<file path="config.mk">
export PLATFORM = sky130hd
export DESIGN_NAME = quad_encoder_tx
export DESIGN_NICKNAME = d
export VERILOG_FILES = /design/src/rtl/quad_encoder_tx.sv
export SDC_FILE = /design/constraint.sdc
export NUM_CORES = 1
export LEC_CHECK = 0
export CAP_MARGIN = 5
export CELL_PAD_IN_SITES_DETAIL_PLACEMENT = 0
export CELL_PAD_IN_SITES_GLOBAL_PLACEMENT = 1
export CORE_MARGIN = 5
export CORE_UTILIZATION = 49
export DETAILED_ROUTE_END_ITERATION = 12
export GPL_TIMING_DRIVEN = 1
export PLACE_DENSITY_LB_ADDON = 0.1
export SYNTH_ARGS = -nofsm -noshare
export SYNTH_HDL_FRONTEND = slang
export SYNTH_SLANG_ARGS = --single-unit
</file>
<file path="constraint.sdc">
create_clock -name clk -period 5.1 [get_ports clk]
set_input_delay 1.275 -clock clk [delete_from_list [all_inputs] [get_ports clk]]
set_output_delay 1.275 -clock clk [all_outputs]
set_load 0.02 [all_outputs]
</file>
<file path="src/rtl/quad_encoder_tx.sv">
// Pushbutton-driven quadrature encoder emulator: two debounced buttons step a
// Gray-coded A/B phase pair and a wrapping position counter, rate-limited by a hold timer.
module quad_encoder_tx #(
  parameter int DEBOUNCE_CYCLES = 1000000,
  parameter int PHASE_CYCLES    = 524288,
  parameter int CNT_W           = 16
) (
  input  logic             clk,
  input  logic             rst,
  input  logic             btn_up,
  input  logic             btn_down,
  output logic             quadA,
  output logic             quadB,
  output logic [CNT_W-1:0] position,
  output logic             busy
);

  localparam int DB_W = $clog2(DEBOUNCE_CYCLES + 1);
  localparam int TM_W = (PHASE_CYCLES > 1) ? $clog2(PHASE_CYCLES) : 1;
  localparam logic [DB_W-1:0] DB_LAST = DB_W'(DEBOUNCE_CYCLES - 1);
  localparam logic [TM_W-1:0] TM_LOAD = TM_W'(PHASE_CYCLES - 1);

  typedef enum logic [0:0] {
    ST_IDLE = 1'b0,
    ST_HOLD = 1'b1
  } state_t;

  // Phase index 0..3 maps to {A,B} = 00,10,11,01 so that forward steps lead with A.
  function automatic logic [1:0] gray_enc(input logic [1:0] idx);
    logic [1:0] ab;
    case (idx)
      2'd0:    ab = 2'b00;
      2'd1:    ab = 2'b10;
      2'd2:    ab = 2'b11;
      2'd3:    ab = 2'b01;
      default: ab = 2'b00;
    endcase
    return ab;
  endfunction

  // Bit 0 carries the up button, bit 1 the down button, throughout the front end.
  logic [1:0]            btn_raw;
  logic [1:0]            sync1_q, sync1_d;
  logic [1:0]            sync2_q, sync2_d;
  logic [1:0]            db_q, db_d;
  logic [1:0][DB_W-1:0]  cnt_q, cnt_d;

  state_t                state_q, state_d;
  logic [TM_W-1:0]       timer_q, timer_d;
  logic [1:0]            idx_q, idx_d;
  logic [1:0]            quad_q, quad_d;
  logic [CNT_W-1:0]      position_q, position_d;
  logic                  busy_q, busy_d;

  logic                  fwd_req;
  logic                  bwd_req;

  assign btn_raw = {btn_down, btn_up};

  // Synchronizer shift and per-button debounce counters.
  always_comb begin
    sync1_d = btn_raw;
    sync2_d = sync1_q;
    db_d    = db_q;
    cnt_d   = cnt_q;
    for (int i = 0; i < 2; i++) begin
      if (sync2_q[i] != db_q[i]) begin
        if (cnt_q[i] == DB_LAST) begin
          db_d[i]  = sync2_q[i];
          cnt_d[i] = {DB_W{1'b0}};
        end else begin
          cnt_d[i] = cnt_q[i] + DB_W'(1'b1);
        end
      end else begin
        cnt_d[i] = {DB_W{1'b0}};
      end
    end
  end

  // Front-end state registers.
  always_ff @(posedge clk) begin
    if (rst) begin
      sync1_q <= 2'b00;
      sync2_q <= 2'b00;
      db_q    <= 2'b00;
      cnt_q   <= {(2 * DB_W){1'b0}};
    end else begin
      sync1_q <= sync1_d;
      sync2_q <= sync2_d;
      db_q    <= db_d;
      cnt_q   <= cnt_d;
    end
  end

  // A press of both buttons cancels out rather than favouring one direction.
  assign fwd_req = db_q[0] & ~db_q[1];
  assign bwd_req = db_q[1] & ~db_q[0];

  // Step sequencer: emit on request from IDLE, then hold for PHASE_CYCLES clocks.
  always_comb begin
    state_d    = state_q;
    timer_d    = timer_q;
    idx_d      = idx_q;
    position_d = position_q;
    busy_d     = busy_q;
    case (state_q)
      ST_IDLE: begin
        if (fwd_req || bwd_req) begin
          state_d = ST_HOLD;
          timer_d = TM_LOAD;
          busy_d  = 1'b1;
          if (fwd_req) begin
            idx_d      = idx_q + 2'd1;
            position_d = position_q + CNT_W'(1'b1);
          end else begin
            idx_d      = idx_q - 2'd1;
            position_d = position_q - CNT_W'(1'b1);
          end
        end else begin
          busy_d = 1'b0;
        end
      end
      ST_HOLD: begin
        if (timer_q == {TM_W{1'b0}}) begin
          state_d = ST_IDLE;
          busy_d  = 1'b0;
        end else begin
          timer_d = timer_q - TM_W'(1'b1);
        end
      end
      default: begin
        state_d = ST_IDLE;
        timer_d = {TM_W{1'b0}};
        busy_d  = 1'b0;
      end
    endcase
    quad_d = gray_enc(idx_d);
  end

  // Sequencer and output registers; reset is the only non-Gray output change.
  always_ff @(posedge clk) begin
    if (rst) begin
      state_q    <= ST_IDLE;
      timer_q    <= {TM_W{1'b0}};
      idx_q      <= 2'd0;
      quad_q     <= 2'b00;
      position_q <= {CNT_W{1'b0}};
      busy_q     <= 1'b0;
    end else begin
      state_q    <= state_d;
      timer_q    <= timer_d;
      idx_q      <= idx_d;
      quad_q     <= quad_d;
      position_q <= position_d;
      busy_q     <= busy_d;
    end
  end

  assign quadA    = quad_q[1];
  assign quadB    = quad_q[0];
  assign position = position_q;
  assign busy     = busy_q;

endmodule

</file>
==> results.json <==
{
  "tns_ps": 0,
  "antenna_cells": 0,
  "path_depth": 10,
  "reg2reg_depth": 10,
  "track_usage_pct": 16.6,
  "path_cells": "inv_1 -> ha_1 -> inv_1 -> ha_1 -> a21oi_1 -> o211ai_1 -> a31o_1 -> a221oi_2 -> mux2i_1 -> mux2_2",
  "route.met3.wl_um": 246,
  "worst_pin_slew_ps": 839,
  "slew_headroom_pct": 44.0,
  "slew_violations": 0,
  "rsz0062_at_grt": "no",
  "synth_cell_types": 58,
  "drtIter0Drc": 97,
  "die_x_um": 104,
  "setup_viol": 0,
  "cts-root-buf": "clkbuf_8",
  "hold_path.class": "reg -> reg",
  "rows": 34,
  "hold_viol": 0,
  "start_kind": "flop",
  "synth_top_area_cell": "dfxtp_1",
  "synth_top_area_share_pct": 39.9,
  "crit_buf_inv": 2,
  "cts_inserted_buffers": 9,
  "via_per_inst": 5.35,
  "cts_setup_buffers": 0,
  "crit_family": "compound AO/OA/AOI/OAI gates",
  "synth.most_common_cell": "dfxtp_1",
  "dpl.hpwl_um": 5810,
  "endpoint_kind": "flop",
  "gp_congestion": 0.785,
  "grt_max_degree": 47,
  "start_util_pct": 50.1,
  "drt_wl_total_um": 8560,
  "leakagePower_nw": 1.78,
  "cts_sinks": 87,
  "cts_tree": "built",
  "cts_buffer_depth": 2,
  "maxCapViolations": 0,
  "ys_top_cells_by_count": "dfxtp_1, nor2_1, nand2_1",
  "syn-instance-count": 510,
  "cp.arrival_ps": 3380,
  "status": "finished, final reports clean",
  "final_layout_size_suffix_gt1_share_pct": 5.63,
  "yosys_warnings": 0,
  "powerDensity_nw_per_um2": 248,
  "skew_ps": 14.0,
  "top_layer": "met4",
  "fin_area_um2": 4880,
  "dr.pass1.iters": 4,
  "first_global_vias": 3381,
  "clk_latency_ps": 360,
  "clk_pin_slew_ps": 90,
  "async_reset_ff_share_pct": 0,
  "fp.dieH_um": 104,
  "final_antenna_net_count": 0,
  "avgRoutedWirePerCell_um": 13.4,
  "gr-total-overflow": 0,
  "min_delay_path_depth": 1,
  "synth_top_flop_cell": "dfxtp_1",
  "io_buffers": 22,
  "ctsHoldBuffers": 0,
  "met1_length_um": 4340,
  "ys_seq_area_share_pct": 39.9,
  "path_max_fanout": 15,
  "cp.required_ps": 5350,
  "core_um2": 8720,
  "max_freq_mhz": 319,
  "ir_drop_v": 0.000124,
  "syn-cell-area_um2": 4370,
  "fin_nets": 553,
  "total_power_mw": 1.21,
  "hold_slack_ps": 438,
  "avgSynthCellArea_um2": 8.57,
  "min_period_ps": 3140,
  "cpPeakStageDelay_ps": 420,
  "die-area_um2": 10900,
  "place_area_um2": 4660,
  "route.detailed.drc": 0,
  "antenna_found_initial": 0,
  "met2RoutedLength_um": 3820,
  "fin_crit_sh_pct": 61.5,
  "cts_resized": 0,
  "critPathKind": "reg -> reg",
  "synth-seq-cells": 87,
  "syn2layout_area_growth_pct": 11.6,
  "cts.htree.levels": 3,
  "synth-edff-count": 0,
  "crit_slowest_cell": "inv_1",
  "syn_nets": 535,
  "vias": 3431,
  "synth.area.top_cells": "dfxtp_1, xnor2_1, nor2_1",
  "final_core_util_pct": 55.9,
  "grt_pass1_wl_um": 15300,
  "boundaryPins": 23
}
report_power, final:
part | total (mW) | internal [mW] | switching (mW)
logic | 0.0142 | 0.00356 | 0.0106
clock network | 0.512 | 0.257 | 0.255
registers | 0.681 | 0.681 | 0.000958
kinds of logic (layout without fill, tap and decap cells):
family	Yosys count	count (layout)	synth area share, %
xor gates and xnor gates	62	62	12.4
DFF	87	87	39.9
muxes	5	5	1.17
buffers and inverters	28	51	2.52
adders and majority gates	21	21	6.19
and+or+nand+nor	225	225	25.8
AOI/OAI and AO/OA	82	82	12.0
path summary, 6_finish.rpt:
check / startpoint / slack [ps] / end
min reg2reg: sync1_q[0]$_SDFF_PP0_ / 440 / sync2_q[0]$_SDFF_PP0_
max: db_q[1]$_SDFFE_PP0P_ / 1960 / position[15]$_SDFFE_PP0P_
min: sync1_q[0]$_SDFF_PP0_ / 440 / sync2_q[0]$_SDFF_PP0_
max reg2reg: db_q[1]$_SDFFE_PP0P_ / 1960 / position[15]$_SDFFE_PP0P_
layout by cell type, fill, tap and decap left out, types with 2 or more instances in the layout:
cell,n
a21oi_1,35
nor2b_1,9
nand4_1,10
o21a_1,6
dfxtp_1,87
clkinv_4,2
o2111ai_1,2
inv_1,12
o31ai_1,2
a21o_1,3
nor2_1,77
mux2i_1,4
and4_1,4
o21ai_0,14
nand2_1,37
clkdlybuf4s50_1,21
o311ai_0,2
nand3_1,32
xnor2_1,36
or3_1,5
xor2_1,26
and3_1,10
nor3_1,14
ha_1,20
nor4b_1,2
clkbuf_8,11
o21bai_1,2
and2_1,3
nand2b_1,4
nor4_1,8
registers in the layout (all words and copies together), names as in the netlist:
signal / flops
busy: 1
quad_q: 2
timer_q: 19
idx_q: 2
cnt_q: 40
position: 16
db_q: 2
sync2_q: 2
state_q: 1
sync1_q: 2
stage by stage:
step	setup WS, ps	cells
detailed placement	1990	625
CTS	1980	641
finish	1960	641
global placement	2030	625
global route	1790	641
floorplan	2390	510
per-layer routing:
layer  vias to the layer above  global-route usage (%)
li1                       1818                       -
met1                      1563                    21.8
met2                        40                    26.4
met3                        10                    4.28
met4                         0                    5.64
met5                         -                       0
layout make-up:
class,count,area (µm²)
tap,108,135
multi-input combinational,395,2520
fill,814,3840
sequential,87,1740
timing repair buffer,23,223
clock buffer,11,151
clock inverter,5,63.8
inverter,12,45.0
Note: power is estimated with default switching activity, not from simulation.
